[config.mk]
export PLATFORM = sky130hd
export DESIGN_NAME = hazard_ctrl
export DESIGN_NICKNAME = d
export VERILOG_FILES = /design/src/rtl/core_pkg.sv /design/src/rtl/fwd_sel.sv /design/src/rtl/hazard_ctrl.sv
export SDC_FILE = /design/constraint.sdc
export NUM_CORES = 1
export LEC_CHECK = 0
export CELL_PAD_IN_SITES_DETAIL_PLACEMENT = 2
export CELL_PAD_IN_SITES_GLOBAL_PLACEMENT = 2
export CORE_MARGIN = 1.5
export CORE_UTILIZATION = 38
export DETAILED_ROUTE_END_ITERATION = 16
export PLACE_DENSITY = 0.86
export SLEW_MARGIN = 10
export SYNTH_ARGS = -nofsm -noshare
export SYNTH_HDL_FRONTEND = slang
export SYNTH_HIERARCHICAL = 1
export SYNTH_SLANG_ARGS = --single-unit
[constraint.sdc]
create_clock -name clk -period 3.2 [get_ports clk]
set_input_delay 0.64 -clock clk [delete_from_list [all_inputs] [get_ports clk]]
set_output_delay 0.64 -clock clk [all_outputs]
set_load 0.05 [all_outputs]
[src/rtl/core_pkg.sv]
// Shared types for the decode-centred hazard unit: forwarding selects,
// sequencer states and the shadow-pipeline entry.
package core_pkg;

    localparam int REG_AW = 5;

    typedef enum logic [1:0] {
        FWD_RF  = 2'b00,
        FWD_WB  = 2'b01,
        FWD_MEM = 2'b10
    } fwd_sel_e;

    typedef enum logic {
        RUN     = 1'b0,
        LDSTALL = 1'b1
    } hz_state_e;

    typedef struct packed {
        logic              valid;
        logic [REG_AW-1:0] rd;
        logic              regwrite;
        logic              isload;
        logic [REG_AW-1:0] rs1;
        logic [REG_AW-1:0] rs2;
    } shadow_t;

    // x0 is hard-wired, so an entry targeting it never produces a value.
    function automatic logic is_writer(shadow_t s);
        return s.valid & s.regwrite & (s.rd != '0);
    endfunction

endpackage

[src/rtl/fwd_sel.sv]
// Operand forwarding select for one EX source register; MEM beats WB.
module fwd_sel
    import core_pkg::*;
(
    input  logic [REG_AW-1:0] rs_i,
    input  shadow_t           m_i,
    input  shadow_t           w_i,
    output fwd_sel_e          sel_o
);

    always_comb begin
        sel_o = FWD_RF;
        if (is_writer(m_i) && (m_i.rd == rs_i)) begin
            sel_o = FWD_MEM;
        end else if (is_writer(w_i) && (w_i.rd == rs_i)) begin
            sel_o = FWD_WB;
        end
    end

endmodule

[src/rtl/hazard_ctrl.sv]
// Pipeline sequencer: shadow EX/MEM/WB tracking, load-use stall FSM,
// redirect flushes and EX forwarding selects.
module hazard_ctrl
    import core_pkg::*;
#(
    parameter int LOAD_LAT = 1,
    parameter int REGW     = 5
) (
    input  logic            clk,
    input  logic            rst,
    input  logic            validD,
    input  logic [REGW-1:0] rs1D,
    input  logic [REGW-1:0] rs2D,
    input  logic [REGW-1:0] rdD,
    input  logic            regwriteD,
    input  logic            resultsrcD,
    input  logic            pcsrcE,
    output logic            stallF,
    output logic            stallD,
    output logic            flushD,
    output logic            flushE,
    output logic [1:0]      forwardAE,
    output logic [1:0]      forwardBE,
    output logic            busy
);

    localparam int          CNT_I    = (LOAD_LAT > 1) ? LOAD_LAT - 2 : 0;
    localparam logic [1:0]  CNT_INIT = 2'(CNT_I);

    hz_state_e  state_q;
    logic [1:0] cnt_q;
    shadow_t    e_q, m_q, w_q;
    shadow_t    e_d;
    fwd_sel_e   fa, fb;
    logic       load_use, stall_req;

    assign load_use = is_writer(e_q) & e_q.isload & validD &
                      ((e_q.rd == rs1D) | (e_q.rd == rs2D));

    assign stall_req = (state_q == LDSTALL) | load_use;

    // Redirect wins: the stalled consumer is on the wrong path anyway.
    always_comb begin
        stallF    = ~rst & stall_req & ~pcsrcE;
        stallD    = ~rst & stall_req & ~pcsrcE;
        flushD    = ~rst & pcsrcE;
        flushE    = ~rst & (stall_req | pcsrcE);
        busy      = ~rst & (state_q == LDSTALL);
        forwardAE = rst ? 2'b00 : fa;
        forwardBE = rst ? 2'b00 : fb;
    end

    fwd_sel u_fwd_a (
        .rs_i  (e_q.rs1),
        .m_i   (m_q),
        .w_i   (w_q),
        .sel_o (fa)
    );

    fwd_sel u_fwd_b (
        .rs_i  (e_q.rs2),
        .m_i   (m_q),
        .w_i   (w_q),
        .sel_o (fb)
    );

    always_comb begin
        e_d = e_q;
        if (flushE) begin
            e_d = '0;
        end else if (!stallD) begin
            e_d.valid    = validD;
            e_d.rd       = rdD;
            e_d.regwrite = regwriteD;
            e_d.isload   = resultsrcD;
            e_d.rs1      = rs1D;
            e_d.rs2      = rs2D;
        end
    end

    always_ff @(posedge clk) begin
        if (rst) begin
            e_q <= '0;
            m_q <= '0;
            w_q <= '0;
        end else begin
            e_q <= e_d;
            m_q <= e_q;
            w_q <= m_q;
        end
    end

    always_ff @(posedge clk) begin
        if (rst) begin
            state_q <= RUN;
            cnt_q   <= '0;
        end else if (pcsrcE) begin
            state_q <= RUN;
            cnt_q   <= '0;
        end else begin
            unique case (state_q)
                RUN: begin
                    if (load_use && (LOAD_LAT > 1)) begin
                        state_q <= LDSTALL;
                        cnt_q   <= CNT_INIT;
                    end
                end
                LDSTALL: begin
                    if (cnt_q == 2'd0) begin
                        state_q <= RUN;
                    end else begin
                        cnt_q <= cnt_q - 2'd1;
                    end
                end
                default: state_q <= RUN;
            endcase
        end
    end

endmodule

# Yosys cells after proc, flatten, opt, wreduce, memory -nomap -nowiden
# Index checks and enable logic that the tools add are counted.
# totals
register_bits,35
in_bits,21
wordCells,61
# classes
n_bitwise,21
mux,7
add_sub_neg,1
n_eq_ne,6
reduce_logical,12
# op_table
op,n
equality test 5 bit,6
nonzero test 5 bit,3
AND 1 bit,14
two-way mux 2 bit,4
logical AND 1 bit,4
inverter 1 bit,4
OR reduction 2 bit,2
two-way mux 1 bit,3
OR 1 bit,3
OR reduction 3 bit,1
zero test 2 bit,1
AND reduction 2 bit,1
"subtractor 2 x 1 -> 2 bit, second input constant",1

# Depth between registers and ports, before layout
# Gate-level depths: netlist of the first run.
# logic_depth
word_depth,9
ltp_mapped,6
mapped_depth_nobuf,5

# Modules after synthesis
# The synthesis of the first run kept the hierarchy.
# modules_own_cells
module,seq_area_each_um2,cells_each,area_per_inst_um2,instances
hazard_ctrl,1141.1,182,1993.2,1
fwd_sel,0.0,19,157.7,2

# Worst setup path before layout of the first run
# OpenSTA, ideal clock, no wires.
# synth_path
path_kind,input -> output
startpoint,in rst
endpoint,out flushE
arrival_time_ns,2.090
path_buffers,1
stages,3
slack_ns,0.470
required_time_ns,2.560
cell_sequence,buf_2 -> nor2b_1 -> a311o_1
# synth_between
elab_chain_len,2
# synth_lines
item,line_no,source
"start, declared",hazard_ctrl.sv:10,"input logic rst,"
inverter 1 bit,hazard_ctrl.sv:47,flushE = ~rst & (stall_req | pcsrcE);
AND 1 bit,hazard_ctrl.sv:47,
"end, declared",hazard_ctrl.sv:21,"output logic flushE,"
# No other way between the ends.

# Final worst setup path of the first run
# layout_path
startpoint,in rs1D[0]
endpoint,out stallF
# layout_between
elab_chain_len,6
# layout_lines
item,line_no,source
"start, declared",hazard_ctrl.sv:12,"input logic [REGW-1:0] rs1D,"
equality test 5 bit,hazard_ctrl.sv:38,((e_q.rd == rs1D) | (e_q.rd == rs2D));
OR 1 bit,hazard_ctrl.sv:38,
AND 1 bit,hazard_ctrl.sv:37,assign load_use = is_writer(e_q) & e_q.isload & validD &
OR 1 bit,hazard_ctrl.sv:40,assign stall_req = (state_q == LDSTALL) | load_use;
AND 1 bit (2 in series),hazard_ctrl.sv:44,stallF = ~rst & stall_req & ~pcsrcE;
"end, declared",hazard_ctrl.sv:18,"output logic stallF,"
# No other way between the ends.

==> impl_metrics.ini, run 1 <==
[power]
p_sw_mw = 0.233
p_int_mw = 0.679
combPwrFrac = 0.131
leakage_nw = 0.749
sequentialPowerShare = 0.508
ir_drop_mv = 0.191
clkPwrFrac = 0.361
p_sw_frac = 0.256
pwr_density_cell_nw_per_um2 = 410

[cells_and_area]
drive_above_1_share = 0.196
syn_to_final_growth_pct = 28.5
nNetsFinal = 226
fillCellCount = 440
antennaDiodeCount = 0

[drt]
drcViolationCount = 0
postRouteAntennaNets = 0
routed_via_density = 5.34
drt_iter0_drc = 32
first_pass_iters = 4
wl_per_cell_um = 19.0
wirelength_mm = 4.87
num_vias = 1367

[global_route]
grt_use_total = 0.217
grt_pass1_wl_mm = 8.30
grt_max_degree = 21
antenna_found_initial = 0
grt_pass1_vias = 1574
grt-ovfl-total = 0

[synthesis]
avgSynthCellArea_um2 = 9.83
yosys_warnings = 6
syn_inst = 176
syn_nets = 198
synth_area_um2 = 1730

[placement]
place_hpwl_mm = 3.62
pre_cts_ws_ns = 0.393
gp_congestion = 0.884
io_buffers = 29

[clocking]
cts_resized = 0
htreeDepth = 2
cts_setup_buffers = 0
ctsLongestPathBuffers = 2
cts_hold_buf = 0
root_buffer = clkbuf_8
clock_sinks = 35
cts_tree = yes
cts_buffers = 5
clk_pin_slew_ns = 0.07
clk_latency_ns = 0.29

[worst_setup_path]
cpPeakStageDelay_ns = 0.47
path_buf_inv = 2
crit_fanout = 3
cpMaxStageDelayCell = clkdlybuf4s50_1
critPathTopFamily = buffers and inverters
worstSetupPathType = in -> out
crit_chain = clkdlybuf4s50_1 > xnor2_1 > nand3_1 > o22ai_2 > a22o_1 > buf_12
worstPathRequired_ns = 2.56
end_kind = output pin
arrival_ns = 2.18
start_kind = input port

[floorplan]
num_rows = 24
coreArea_um2 = 4350
io_pins = 30
start_util = 0.397
die_h_um = 70.5
dieArea_um2 = 4970
die_x_um = 70.5

[sta]
post-route-min-period_ns = 2.82
fin_crit_sh = 0.881
fin_ws_ns = 0.382
rsz0062_at_grt = false
fin_setup_tns_ns = 0
hold_viol = 0
finalSetupViolations = 0
finalClockSkew_ns = 0.00509
max_slew.worst_pin.slew_ns = 0.402
timing.fmax_mhz = 355
report.final.slew_viol_count = 0
slew_headroom = 0.731

[status]
status = finished, final reports clean

[hold_path]
hold_class = reg -> reg

[flow_run]
maxCapViolations = 0
[power groups by stage]
| stage | Clock (mW) | Sequential, mW | Combinational [mW] |
|---|---|---|---|
| after floorplan | 0 | 0.469 | 0.0708 |
| after global placement | 0 | 0.473 | 0.112 |
| after detailed placement | 0 | 0.474 | 0.118 |
| after CTS | 0.337 | 0.464 | 0.120 |
| after global routing | 0.352 | 0.466 | 0.129 |
| final | 0.329 | 0.463 | 0.119 |
[worst register-to-register path, stage by stage, from the launching register on]
cell and delay [ns]:
dfxtp_1 0.44, xnor2_1 0.19, nand3_1 0.13, o22ai_2 0.25, buf_4 0.33, a21oi_1 0.12
[cell usage in the layout, fill, tap and decap left out, types with 3 or more instances in the layout]
cell type / count
dfxtp_1: 35
xnor2_1: 25
nor2b_1: 20
clkdlybuf4s50_1: 20
nand3b_1: 18
a21oi_2: 10
buf_12: 9
a21oi_1: 8
clkbuf_8: 6
buf_4: 6
nand3_1: 4
clkinv_1: 4
nor2_1: 3
nand4_1: 3
inv_1: 3
[registers in the layout (all words and copies together), names as in the netlist]
register,count
cnt_q,2
e_q,18
m_q,7
state_q,1
w_q,7
[routing by layer]
metal / track usage / vias to the layer above / part of all wire
met1: 0.253 / 668 / 0.41
met2: 0.384 / 36 / 0.54
met3: 0.0317 / 9 / 0.032
met4: 0.109 / 0 / 0.020
met5: 0 / - / 0
li1: - / 654 / -
[path summary, 6_finish.rpt]
| kind | start | endpoint | slack (ns) | depth (start not counted) |
|---|---|---|---|---|
| setup / recovery | rs1D[0] | stallF | 0.38 | 6 |
| hold / removal | e_q[17]$_SDFFE_PP0N_ | m_q[17]$_SDFF_PP0_ | 0.48 | 1 |
| setup reg to reg | e_q[15]$_SDFFE_PP0N_ | e_q[9]$_SDFFE_PP0N_ | 1.62 | 5 |
| hold reg to reg | e_q[17]$_SDFFE_PP0N_ | m_q[17]$_SDFF_PP0_ | 0.48 | 1 |
[area by class of cell]
| class | instances | area [um^2] | area share |
|---|---|---|---|
| clock buffer | 6 | 82.6 | 0.0371 |
| clock inverter | 1 | 5.00 | 0.00225 |
| inverter | 7 | 26.3 | 0.0118 |
| multi-input combinational | 120 | 918 | 0.413 |
| sequential | 35 | 701 | 0.315 |
| tap | 52 | 65.1 | 0.0293 |
| timing repair buffer | 35 | 425 | 0.191 |
[stage by stage]
step | cell area, um^2 | hold slack (ns) | util | std cells | total power [mW]
finish | 2220 | 0.479 | 0.511 | 256 | 0.912
global route | 2220 | 0.495 | 0.511 | 256 | 0.947
CTS | 2220 | 0.483 | 0.511 | 256 | 0.922
detailed placement | 2140 | 0.478 | 0.491 | 249 | 0.592
global placement | 2140 | 0.468 | 0.491 | 249 | 0.584
floorplan | 1730 | 0.438 | - | 176 | 0.540
Power figures use the tool's default switching activity.
==> inputs of run 2 (changes only) <==
Settings changed: CAP_MARGIN set to 20, CELL_PAD_IN_SITES_DETAIL_PLACEMENT 2 to unset, CELL_PAD_IN_SITES_GLOBAL_PLACEMENT 2 to unset, CORE_UTILIZATION 38 to 45, PLACE_DENSITY 0.86 to 0.69.
==> impl_metrics.ini, run 2 (synthesized netlist as in run 1, its figures left out) <==
[global_route]
grt_use_total = 0.188
grt_pass1_wl_mm = 5.93
antenna_found_initial = 0
grt-ovfl-total = 0
grt_pass1_vias = 1336
grt_max_degree = 22

[clocking]
cts_resized = 0
clock_sinks = 35
ctsLongestPathBuffers = 2
clk_pin_slew_ns = 0.07
root_buffer = clkbuf_8
cts_tree = yes
cts_setup_buffers = 0
cts_buffers = 5
clk_latency_ns = 0.29
cts_hold_buf = 0
htreeDepth = 2

[sta]
report.final.slew_viol_count = 0
hold_viol = 0
timing.fmax_mhz = 354
rsz0062_at_grt = false
post-route-min-period_ns = 2.82
finalClockSkew_ns = 0.00413
finalSetupViolations = 0
fin_crit_sh = 0.882
slew_headroom = 0.652
max_slew.worst_pin.slew_ns = 0.522
fin_setup_tns_ns = 0

[hold_path]
hold_class = reg -> reg
hold_depth = 1

[placement]
place_hpwl_mm = 2.71
gp_congestion = 0.853
dpl-instance-area_um2 = 2120
place_inst = 244
io_buffers = 29

[cells_and_area]
final_common_cell = dfxtp_1
layout_common_cells = dfxtp_1 (35), xnor2_1 (25), nor2b_1 (20), clkdlybuf4s50_1 (20), nand3b_1 (18)
fin_area_um2 = 2240
drive_above_1_share = 0.196
regMostFlops = e_q
nNetsFinal = 225
largest_reg_flops = 18
biggestRegsByFlops = e_q x18, m_q x7, w_q x7
fin_cells = 252
syn_to_final_growth_pct = 29.5
antennaDiodeCount = 0

[worst_setup_path]
arrival_ns = 2.18
crit_fanout = 5
end_kind = output pin
worstPathRequired_ns = 2.56
cp.depth = 6
cpMaxStageDelayCell = clkdlybuf4s50_1
start_kind = input port
path_buf_inv = 2
r2r_cells = 5
crit_chain = clkdlybuf4s50_1 > xnor2_1 > nand3_1 > o22ai_2 > a22o_1 > buf_12
worstSetupPathType = in -> out
critPathTopFamily = buffers and inverters
cpPeakStageDelay_ns = 0.51

[floorplan]
io_pins = 30
dieArea_um2 = 4230
num_rows = 22
coreArea_um2 = 3690
start_util = 0.469
die_h_um = 65.0
die_x_um = 65.0

[power]
ir_drop_mv = 0.278
pwr_density_cell_nw_per_um2 = 439
leakage_nw = 0.758

[drt]
wirelength_mm = 3.50
postRouteAntennaNets = 0
first_pass_iters = 4
drt_iter0_drc = 29
drcViolationCount = 0
routed_via_density = 5.18
wl_per_cell_um = 13.9
num_vias = 1305

[status]
status = finished, final reports clean

[flow_run]
maxCapViolations = 0
-- run 2: cell types whose count changed in the layout (fill, tap and decap cells not counted), sizes merged --
cell,before,now
bufinv,0,1
buf,15,14
-- run 2: per-stage QoR --
| stage | setup WS, ns | hold WS (ns) | power (mW) | utilization |
|---|---|---|---|---|
| floorplan | 0.476 | 0.438 | 0.540 | - |
| global placement | 0.430 | 0.471 | 0.583 | 0.576 |
| detailed placement | 0.390 | 0.462 | 0.586 | 0.576 |
| CTS | 0.374 | 0.471 | 0.992 | 0.608 |
| global route | 0.278 | 0.486 | 1.02 | 0.608 |
| finish | 0.378 | 0.475 | 0.983 | 0.608 |
-- run 2: path summary, 6_finish.rpt --
kind / start / endpoint / slack [ns]
max: rs1D[0] / stallF / 0.38
min: e_q[17]$_SDFFE_PP0N_ / m_q[17]$_SDFF_PP0_ / 0.48
max reg2reg: e_q[12]$_SDFFE_PP0N_ / e_q[0]$_SDFFE_PP0N_ / 1.72
min reg2reg: e_q[17]$_SDFFE_PP0N_ / m_q[17]$_SDFF_PP0_ / 0.48
-- run 2: cell type report --
cell class	instances	area [um^2]
inverter	7	26.3
clock inverter	2	35.0
clock buffer	6	82.6
timing repair buffer	34	418
fill	323	1450
multi-input combinational	120	918
tap	48	60.1
sequential	35	701
-- run 2: routing by layer --
metal / track usage / share of wire / up-vias
met5: 0 / 0 / -
li1: - / - / 656
met4: 0.0781 / 0.011 / 0
met3: 0.0538 / 0.049 / 5
met1: 0.215 / 0.43 / 609
met2: 0.329 / 0.51 / 35
-- run 2: report_power, final --
| part | leakage (nW) | internal [mW] | switching, mW |
|---|---|---|---|
| logic | 0.411 | 0.0615 | 0.0512 |
| clock network | 0.0612 | 0.252 | 0.155 |
| registers | 0.286 | 0.449 | 0.0147 |
